**src/rtl/load_store_unit_if.sv**
```systemverilog
// Interface bundling the execute-side request, the data-bus request/response
// channels and the write-back-side result of the load/store unit.
//   master : the load/store unit's view (drives req_ready, bus request, result)
//   slave  : the environment's view (execute stage, memory bus, write-back)
// Signals:
//   req_valid/req_ready/req_is_store/req_funct3/req_addr/req_wdata  execute request
//   bus_valid/bus_ready/bus_we/bus_addr/bus_wdata/bus_wstrb         bus request
//   bus_rvalid/bus_rdata/bus_err                                    bus response
//   done/load_data/misaligned/bus_fault                             result
interface load_store_unit_if;
  logic        req_valid;
  logic        req_ready;
  logic        req_is_store;
  logic [2:0]  req_funct3;
  logic [31:0] req_addr;
  logic [31:0] req_wdata;

  logic        bus_valid;
  logic        bus_ready;
  logic        bus_we;
  logic [31:0] bus_addr;
  logic [31:0] bus_wdata;
  logic [3:0]  bus_wstrb;
  logic        bus_rvalid;
  logic [31:0] bus_rdata;
  logic        bus_err;

  logic        done;
  logic [31:0] load_data;
  logic        misaligned;
  logic        bus_fault;

  modport master (
    input  req_valid, req_is_store, req_funct3, req_addr, req_wdata,
    output req_ready,
    output bus_valid, bus_we, bus_addr, bus_wdata, bus_wstrb,
    input  bus_ready, bus_rvalid, bus_rdata, bus_err,
    output done, load_data, misaligned, bus_fault
  );

  modport slave (
    output req_valid, req_is_store, req_funct3, req_addr, req_wdata,
    input  req_ready,
    input  bus_valid, bus_we, bus_addr, bus_wdata, bus_wstrb,
    output bus_ready, bus_rvalid, bus_rdata, bus_err,
    input  done, load_data, misaligned, bus_fault
  );
endinterface

```
**src/rtl/load_store_unit.sv**
```systemverilog
// RV32 memory stage. Accepts one load/store from execute, runs a request plus
// response transaction on the data bus, and returns an aligned, sign/zero
// extended load result to write-back. Misaligned or illegal ops, bus errors
// and response timeouts are reported through sticky flags.
// Ports:
//   clk, rst_n  clock and asynchronous active-low reset
//   lsu         load_store_unit_if.master (request, bus, result signals)
// Parameters:
//   TIMEOUT_CYCLES  cycles waited in RESP for bus_rvalid before giving up
module load_store_unit #(
  parameter int TIMEOUT_CYCLES = 16
) (
  input  logic                clk,
  input  logic                rst_n,
  load_store_unit_if.master   lsu
);

  typedef enum logic [1:0] {IDLE, REQ, RESP, FAULT} state_t;

  localparam int CNT_W = $clog2(TIMEOUT_CYCLES + 1);

  state_t state, state_next;

  logic [CNT_W-1:0] resp_cnt;
  logic             op_store;
  logic [2:0]       op_funct3;
  logic [1:0]       op_off;
  logic [31:0]      addr_q;
  logic [31:0]      wdata_q;
  logic [3:0]       wstrb_q;
  logic             we_q;
  logic             done_q;
  logic             misaligned_q;
  logic             bus_fault_q;
  logic [31:0]      load_data_q;

  logic             accept;
  logic             illegal;
  logic [31:0]      fmt_wdata;
  logic [3:0]       fmt_wstrb;
  logic             resp_hit;
  logic             resp_timeout;

  // Extracts the addressed lane from the read word and extends it to 32 bits.
  function automatic logic [31:0] extract(input logic [2:0] f3,
                                          input logic [1:0] off,
                                          input logic [31:0] w);
    logic [7:0]  b;
    logic [15:0] h;
    case (off)
      2'd0:    b = w[7:0];
      2'd1:    b = w[15:8];
      2'd2:    b = w[23:16];
      default: b = w[31:24];
    endcase
    h = off[1] ? w[31:16] : w[15:0];
    case (f3)
      3'd0:    extract = {{24{b[7]}}, b};
      3'd1:    extract = {{16{h[15]}}, h};
      3'd4:    extract = {24'd0, b};
      3'd5:    extract = {16'd0, h};
      default: extract = w;
    endcase
  endfunction

  assign accept       = lsu.req_valid && (state == IDLE);
  assign resp_hit     = (state == RESP) && lsu.bus_rvalid;
  assign resp_timeout = (state == RESP) && !lsu.bus_rvalid &&
                        (resp_cnt == CNT_W'(TIMEOUT_CYCLES - 1));

  // Illegal funct3 or an access not aligned to its size goes to FAULT.
  always_comb begin
    // NOTE: every combinational output gets a default first so no path
    // leaves it unassigned, which would otherwise infer a latch.
    illegal = 1'b0;
    if (lsu.req_is_store) begin
      if (lsu.req_funct3 > 3'd2) illegal = 1'b1;
    end else if (lsu.req_funct3 inside {3'd3, 3'd6, 3'd7}) begin
      illegal = 1'b1;
    end
    case (lsu.req_funct3[1:0])
      2'd1:    if (lsu.req_addr[0]) illegal = 1'b1;
      2'd2:    if (lsu.req_addr[1:0] != 2'b00) illegal = 1'b1;
      default: ;
    endcase
  end

  // Store data is replicated across lanes; the strobe selects the lane(s).
  always_comb begin
    fmt_wdata = lsu.req_wdata;
    fmt_wstrb = 4'b1111;
    case (lsu.req_funct3[1:0])
      2'd0: begin
        fmt_wdata = {4{lsu.req_wdata[7:0]}};
        fmt_wstrb = 4'b0001 << lsu.req_addr[1:0];
      end
      2'd1: begin
        fmt_wdata = {2{lsu.req_wdata[15:0]}};
        fmt_wstrb = lsu.req_addr[1] ? 4'b1100 : 4'b0011;
      end
      default: ;
    endcase
    if (!lsu.req_is_store) fmt_wstrb = 4'b0000;
  end

  // State register.
  always_ff @(posedge clk or negedge rst_n) begin
    // NOTE: sequential state uses non-blocking assignments so every register
    // samples pre-edge values regardless of process ordering.
    if (!rst_n) state <= IDLE;
    else        state <= state_next;
  end

  // Next-state logic.
  always_comb begin
    state_next = state;
    case (state)
      IDLE:    if (accept) state_next = illegal ? FAULT : REQ;
      REQ:     if (lsu.bus_ready) state_next = RESP;
      RESP:    if (resp_hit || resp_timeout) state_next = IDLE;
      default: state_next = IDLE;
    endcase
  end

  // Outputs decoded from state; bus_valid follows the async-reset state
  // register, so it drops as soon as rst_n is asserted.
  always_comb begin
    lsu.req_ready = (state == IDLE);
    lsu.bus_valid = (state == REQ);
    lsu.done      = done_q || (state == FAULT);
  end

  assign lsu.bus_we     = we_q;
  assign lsu.bus_addr   = addr_q;
  assign lsu.bus_wdata  = wdata_q;
  assign lsu.bus_wstrb  = wstrb_q;
  assign lsu.load_data  = load_data_q;
  assign lsu.misaligned = misaligned_q;
  assign lsu.bus_fault  = bus_fault_q;

  // Latched op, response capture, sticky flags and the timeout counter.
  always_ff @(posedge clk or negedge rst_n) begin
    // NOTE: all datapath registers are reset because their reset values are
    // visible on the ports; there is no memory array here to leave unreset.
    if (!rst_n) begin
      op_store     <= 1'b0;
      op_funct3    <= 3'd0;
      op_off       <= 2'd0;
      addr_q       <= 32'd0;
      wdata_q      <= 32'd0;
      wstrb_q      <= 4'd0;
      we_q         <= 1'b0;
      done_q       <= 1'b0;
      misaligned_q <= 1'b0;
      bus_fault_q  <= 1'b0;
      load_data_q  <= 32'd0;
      resp_cnt     <= '0;
    end else begin
      done_q <= resp_hit || resp_timeout;

      if (accept) begin
        op_store     <= lsu.req_is_store;
        op_funct3    <= lsu.req_funct3;
        op_off       <= lsu.req_addr[1:0];
        addr_q       <= {lsu.req_addr[31:2], 2'b00};
        wdata_q      <= fmt_wdata;
        wstrb_q      <= fmt_wstrb;
        we_q         <= lsu.req_is_store;
        misaligned_q <= illegal;
        bus_fault_q  <= 1'b0;
      end

      // The counter restarts while the request is outstanding and counts
      // response-less cycles once the request has been accepted.
      if (state == REQ) begin
        resp_cnt <= '0;
      end else if ((state == RESP) && !lsu.bus_rvalid) begin
        resp_cnt <= resp_cnt + CNT_W'(1);
      end

      if (resp_hit) begin
        bus_fault_q <= lsu.bus_err;
        if (!op_store && !lsu.bus_err) begin
          load_data_q <= extract(op_funct3, op_off, lsu.bus_rdata);
        end
      end else if (resp_timeout) begin
        bus_fault_q <= 1'b1;
      end
    end
  end

endmodule
```
**src/flat_wrapper.sv**
```systemverilog
// flat-port wrapper written by rule: the top's interface ports become plain ports
module load_store_unit_flat 
#(
  parameter int TIMEOUT_CYCLES = 16
)
  (clk, rst_n, lsu_req_valid, lsu_req_is_store, lsu_req_funct3, lsu_req_addr, lsu_req_wdata, lsu_req_ready, lsu_bus_valid, lsu_bus_we, lsu_bus_addr, lsu_bus_wdata, lsu_bus_wstrb, lsu_bus_ready, lsu_bus_rvalid, lsu_bus_rdata, lsu_bus_err, lsu_done, lsu_load_data, lsu_misaligned, lsu_bus_fault);
  load_store_unit_if lsu_i ();
  input  logic clk;
  input  logic rst_n;
  input wire logic [$bits(lsu_i.req_valid)-1:0] lsu_req_valid;
  input wire logic [$bits(lsu_i.req_is_store)-1:0] lsu_req_is_store;
  input wire logic [$bits(lsu_i.req_funct3)-1:0] lsu_req_funct3;
  input wire logic [$bits(lsu_i.req_addr)-1:0] lsu_req_addr;
  input wire logic [$bits(lsu_i.req_wdata)-1:0] lsu_req_wdata;
  output wire logic [$bits(lsu_i.req_ready)-1:0] lsu_req_ready;
  output wire logic [$bits(lsu_i.bus_valid)-1:0] lsu_bus_valid;
  output wire logic [$bits(lsu_i.bus_we)-1:0] lsu_bus_we;
  output wire logic [$bits(lsu_i.bus_addr)-1:0] lsu_bus_addr;
  output wire logic [$bits(lsu_i.bus_wdata)-1:0] lsu_bus_wdata;
  output wire logic [$bits(lsu_i.bus_wstrb)-1:0] lsu_bus_wstrb;
  input wire logic [$bits(lsu_i.bus_ready)-1:0] lsu_bus_ready;
  input wire logic [$bits(lsu_i.bus_rvalid)-1:0] lsu_bus_rvalid;
  input wire logic [$bits(lsu_i.bus_rdata)-1:0] lsu_bus_rdata;
  input wire logic [$bits(lsu_i.bus_err)-1:0] lsu_bus_err;
  output wire logic [$bits(lsu_i.done)-1:0] lsu_done;
  output wire logic [$bits(lsu_i.load_data)-1:0] lsu_load_data;
  output wire logic [$bits(lsu_i.misaligned)-1:0] lsu_misaligned;
  output wire logic [$bits(lsu_i.bus_fault)-1:0] lsu_bus_fault;
  assign lsu_i.req_valid = lsu_req_valid;
  assign lsu_i.req_is_store = lsu_req_is_store;
  assign lsu_i.req_funct3 = lsu_req_funct3;
  assign lsu_i.req_addr = lsu_req_addr;
  assign lsu_i.req_wdata = lsu_req_wdata;
  assign lsu_req_ready = lsu_i.req_ready;
  assign lsu_bus_valid = lsu_i.bus_valid;
  assign lsu_bus_we = lsu_i.bus_we;
  assign lsu_bus_addr = lsu_i.bus_addr;
  assign lsu_bus_wdata = lsu_i.bus_wdata;
  assign lsu_bus_wstrb = lsu_i.bus_wstrb;
  assign lsu_i.bus_ready = lsu_bus_ready;
  assign lsu_i.bus_rvalid = lsu_bus_rvalid;
  assign lsu_i.bus_rdata = lsu_bus_rdata;
  assign lsu_i.bus_err = lsu_bus_err;
  assign lsu_done = lsu_i.done;
  assign lsu_load_data = lsu_i.load_data;
  assign lsu_misaligned = lsu_i.misaligned;
  assign lsu_bus_fault = lsu_i.bus_fault;
  load_store_unit #(.TIMEOUT_CYCLES(TIMEOUT_CYCLES)) u_core (.clk(clk), .rst_n(rst_n), .lsu(lsu_i));
endmodule
```
**config.mk**
```make
export PLATFORM = sky130hd
export DESIGN_NAME = load_store_unit_flat
export DESIGN_NICKNAME = d
export VERILOG_FILES = /design/src/rtl/load_store_unit_if.sv /design/src/rtl/load_store_unit.sv /design/src/flat_wrapper.sv
export SDC_FILE = /design/constraint.sdc
export NUM_CORES = 1
export LEC_CHECK = 0
export CAP_MARGIN = 20
export CORE_MARGIN = 5
export CORE_UTILIZATION = 47
export DETAILED_ROUTE_END_ITERATION = 16
export GPL_TIMING_DRIVEN = 0
export PLACE_DENSITY_LB_ADDON = 0.08
export SLEW_MARGIN = 40
export SYNTH_ARGS = -nofsm -noshare
export SYNTH_HDL_FRONTEND = slang
export SYNTH_SLANG_ARGS = --single-unit
```
**constraint.sdc**
```tcl
create_clock -name clk -period 4.4 [get_ports clk]
set_clock_uncertainty 0.15 [all_clocks]
set_input_delay 0.88 -clock clk [delete_from_list [all_inputs] [get_ports clk]]
set_output_delay 0.88 -clock clk [all_outputs]
set_load 0.05 [all_outputs]
```
# Word-level counts from Yosys, hierarchy flattened
# Cells that the tools add are included.
# classes
mux	23
n_shift	1
reduce_logical	20
n_eq_ne	17
magnitude_cmp	1
addsub	1
# ops
operator	count
32-bit case mux with 4 select lines	1
32-bit case mux with 2 select lines	1
8-bit case mux with 3 select lines	1
16-bit 2-to-1 mux	1
3-bit == test (second input constant)	4
5-bit 2-to-1 mux	2
2-bit == test (second input constant)	4
1-bit 2-to-1 mux	8
2-bit 2-to-1 mux	4
4-bit 2-to-1 mux	2
4-bit case mux with 2 select lines	1
2-bit by 1-bit == test with 1-bit output (second input constant)	3
2-bit zero test	3
2-bit case mux with 3 select lines	1
3-bit nonzero test	2
5-bit by 1-bit adder with 5-bit output (second input constant)	1
5-bit by 4-bit == test with 1-bit output (second input constant)	1
1-bit logical AND	5
2-bit by 1-bit inequality test with 1-bit output (second input constant)	2
2-bit nonzero test	2
1-bit by 2-bit left shift with 4-bit output (first input constant)	1
3-bit by 1-bit == test with 1-bit output (second input constant)	1
3-bit by 2-bit == test with 1-bit output (second input constant)	1
3-bit by 2-bit > comparator with 1-bit output (second input constant)	1
7 further kinds	10
# totals
reg_bits	114
word_cells	75
out_inout_bits	106

# Logic depth before layout (Yosys ltp)
# logic_depth
depth_word	9
mapped_depth	8
mapped_depth_nobuf	7

# Worst setup path before layout
# No wires, ideal clock.
# synth_path
kind	input -> register
from	in lsu_req_funct3[1]
to	reg u_core.wdata_q[24], in the netlist u_core.lsu.bus_wdata[24]
required_time_ps	4168
t_arrival_ps	2447
stages	8
slack_ps	1721
cell_sequence	clkbuf_1 inv_1 ha_1 clkbuf_1 nor2_1 clkbuf_1 nand2_1 a31oi_1
# synth_via
elab_chain_len	2
word_cells_on_any_way	3
# synth_rtl
item	line	text
start: declaration	flat_wrapper.sv:12	input wire logic [$bits(lsu_i.req_funct3)-1:0] lsu_req_funct3;
2-bit by 1-bit == test with 1-bit output / 2-bit zero test (equally long branches)	load_store_unit.sv:92	case (lsu.req_funct3[1:0])
32-bit case mux with 2 select lines (*)	load_store_unit.sv:92	
end signal: assignment	load_store_unit.sv:166	wdata_q <= fmt_wdata;
end: declaration	load_store_unit.sv:29	logic [31:0] wdata_q;
# Mark *: on every way between the ends. The rest lies on a longest branch, timed or not.
# A chain may end at the register's enable or synchronous reset.

# Worst setup path in the final report
# layout_path
from	in lsu_req_funct3[1]
to	reg u_core.wdata_q[29], in the netlist u_core.lsu.bus_wdata[29]
# The elaborated chain is that of the path after synthesis.

==> metrics <==
status finished, final reports clean; Layout fillers 903; largest net degree at the start of global routing 62; first-pass GRT wire length 27100 um; Synth Cell Area 5350 sq um; Net count, final a little over 900; post-synthesis sequential area ratio between 50% and 60%; ys async rst share 100%; Slew HR about 54%; WP data required 4580 ps; initial core utilization 47.4%; Top Ports between 200 and 250; Pwr Density 864 nW/um^2; vias in the first global route between 5000 and 6000; post-route ant nets 0; Clock Pin Slew Worst Setup and Hold Paths 50 ps; area occupied by multi-input gates 2280 sq um; CTS Sinks 114; register area 2850 sq um; Mapped Avg Cell Area around 9.0 sq um; worst r2r src u_core.state[1]$_DFFE_PN0P_; via count 5226; initial antenna violation count 0; synth cell count leaders nand2_1, dfrtp_1, nor2_1, o21ai_0, clkbuf_1; Post-synth EDFFs 0; die area 13600 sq um; PostCTS Resize Cnt 0; worst hold path type input pin to asynchronous set/reset pin; Clock Path Buffers 2; vias per cell 5.35; Slew @ Worst Pin 697 ps; xor/xnor share of the synthesized area 0%; H-tree levels 4; ranking of synthesized cells by area dfrtp_1, nand2_1, o21ai_0; Post-Synth Simple-Gate Area 25.4%; overall power 7.07 mW; P&R area growth vs syn 53.1%; Max Slew Vio Count 0; Critical Path Fanout Max 10; DRT iter0 DRCs between 200 and 300; fin cells a little under 1000; Die Height 117 um; crit path launch lsu_req_funct3[1]; CP endpoint u_core.lsu.bus_wdata[29]$_DFFE_PN0P_; GRT Overall Usage between 20% and 30%; crit path DAT 3560 ps; endpoints failing setup 0; CTS tree yes; placer congestion estimate 0.883; grt total ovfl 0; flops & latches, synth approximately 110; placed instance count 947; Die Wd roughly 120 um; total CTS buffers 17; reg2reg end u_core.lsu.bus_addr[28]$_DFFE_PN0P_; placed cell area between 7000 and 8000 sq um; # rows 39; Root Buffer Master clkbuf_16; WS Path Type input pin to flip-flop; Max Cap Viol 0; VDD IR-drop max 0.485 mV; TritonRoute pass-1 iters 5; main combinational cell family by area after synthesis simple AND/OR/NAND/NOR gates; YS warnings 0; hold buffers post-CTS 0; DRC Markers 0; Adder-Cell Fraction of Synth Area between 1 and 1.5%; Cells after Synth 593; Fin. Hold Viols 0; Core Area 11300 sq um; compound-cell area share of the yosys netlist 10.4%; setup bufs post-CTS 0; ANT cells 0; Worst Reg2Reg Path Length in Cells 7; Pleak 3.74 nW; post-synthesis mux area share 5.29%; CP endpoint kind flip-flop; Clock Latency Late Sink 400 ps; reg2reg setup slack about 2000 ps; final instance area about 8200 sq um; layout cell share with drive strength beyond 1 7.20%; Setup crit start kind input pin; post-synth top area cell dfrtp_1; RSZ-0062 raised after global routing false; Cell variety after synth 39; min cycle time layout 3390 ps; PortBufs 209; Detail Placement HPWL 12900 um; most frequent cell after synthesis nand2_1; routed wire length 17100 um; Core Util, Final 72.6%; fin crit share 77.0%; DR WL/cell 17.6 um; area share of the largest cell type after synthesis 53.3%; Main synth FF type dfrtp_1; maximum clock rate 295 MHz
## metal layers
metal,track usage (%),up-vias,part of all wire [%],wire (um)
met5,0,-,0,0
met4,10.9,0,2.7,467
met3,9.07,35,10,1710
met2,43.5,224,49,8440
met1,30.3,2530,38,6520
li1,-,2437,-,-
## worst min path at each step
stage                     slack [ps]                           startpoint                                    to
after CTS                        250                                rst_n  u_core.lsu.load_data[30]$_DFFE_PN0P_
after detailed placement         320  u_core.lsu.bus_addr[25]$_DFFE_PN0P_   u_core.lsu.bus_addr[25]$_DFFE_PN0P_
final                            230                                rst_n  u_core.lsu.load_data[30]$_DFFE_PN0P_
after global routing             270                                rst_n  u_core.lsu.load_data[30]$_DFFE_PN0P_
after floorplan                  310      u_core.op_funct3[2]$_DFFE_PN0P_       u_core.op_funct3[2]$_DFFE_PN0P_
after global placement           310  u_core.lsu.bus_addr[18]$_DFFE_PN0P_   u_core.lsu.bus_addr[18]$_DFFE_PN0P_
## cells in the final DEF (no fill, tap or decap), types with 2 or more instances in the layout
| cell | count |
|---|---|
| a221oi_1 | 8 |
| o21ai_0 | 37 |
| nor2_1 | 41 |
| buf_1 | 3 |
| ha_1 | 6 |
| a22oi_1 | 9 |
| buf_6 | 2 |
| nand2b_1 | 10 |
| nor3b_1 | 9 |
| nor2b_1 | 8 |
| o221a_2 | 2 |
| mux2_2 | 8 |
| mux2i_1 | 17 |
| clkbuf_16 | 17 |
| a211oi_1 | 8 |
| clkbuf_8 | 3 |
| buf_4 | 2 |
| clkbuf_1 | 34 |
| nor3_1 | 4 |
| nand3_2 | 10 |
| dfrtp_1 | 114 |
| buf_2 | 4 |
| a21oi_1 | 15 |
| nand3_1 | 23 |
| clkdlybuf4s50_1 | 208 |
| clkinv_2 | 6 |
| conb_1 | 2 |
| nand2_1 | 190 |
| inv_1 | 9 |
| a31oi_1 | 8 |
## area by class of cell
class                   count  share of cell area (%)
well taps                 143                    2.18
multi-input cells         428                    27.8
repair buffers            210                    25.9
plain buffers              43                    2.31
flip-flops and latches    114                    34.8
clock inverters             7                   0.733
clock buffers              22                    5.79
inverters                   9                   0.413
## registers in the layout (all words and copies together), names as in the netlist
register and count:
u_core.lsu.misaligned 1, u_core.lsu.bus_fault 1, u_core.lsu.bus_wdata 32, u_core.op_funct3 3, u_core.op_off 2, u_core.done_q 1
u_core.resp_cnt 5, u_core.op_store 1, u_core.state 2, u_core.lsu.bus_addr 30, u_core.lsu.bus_wstrb 4, u_core.lsu.load_data 32
## kinds of logic (layout without fill, tap and decap cells)
family | count (synthesis) | after routing
compound gates | 90 | 90
fa+ha+maj | 6 | 6
buf+inv | 52 | 291
flops | 114 | 114
mux | 26 | 26
other cells | 1 | 2
simple gates | 304 | 304
## where the power goes
part	internal, mW	switching [mW]	total (mW)
registers	1.55	0.306	1.85
logic	1.30	2.68	3.97
clock network	0.803	0.443	1.25
## worst max-delay path, cell delays in order
cell,delay (ps)
clkdlybuf4s50_1,520
clkbuf_1,560
inv_1,170
ha_1,220
clkbuf_1,230
nor2_1,230
clkbuf_1,420
nand2_1,140
a31oi_1,190
## metrics by stage
step	TNS, ps	hold slack [ps]	setup slack, ps
2_1_floorplan	0	314	1720
3_3_place_gp	-229960	308	-2030
3_5_place_dp	0	316	595
4_1_cts	0	246	1040
5_1_grt	0	267	804
6_report	0	228	1010
Note: power is estimated with default switching activity, not from simulation.
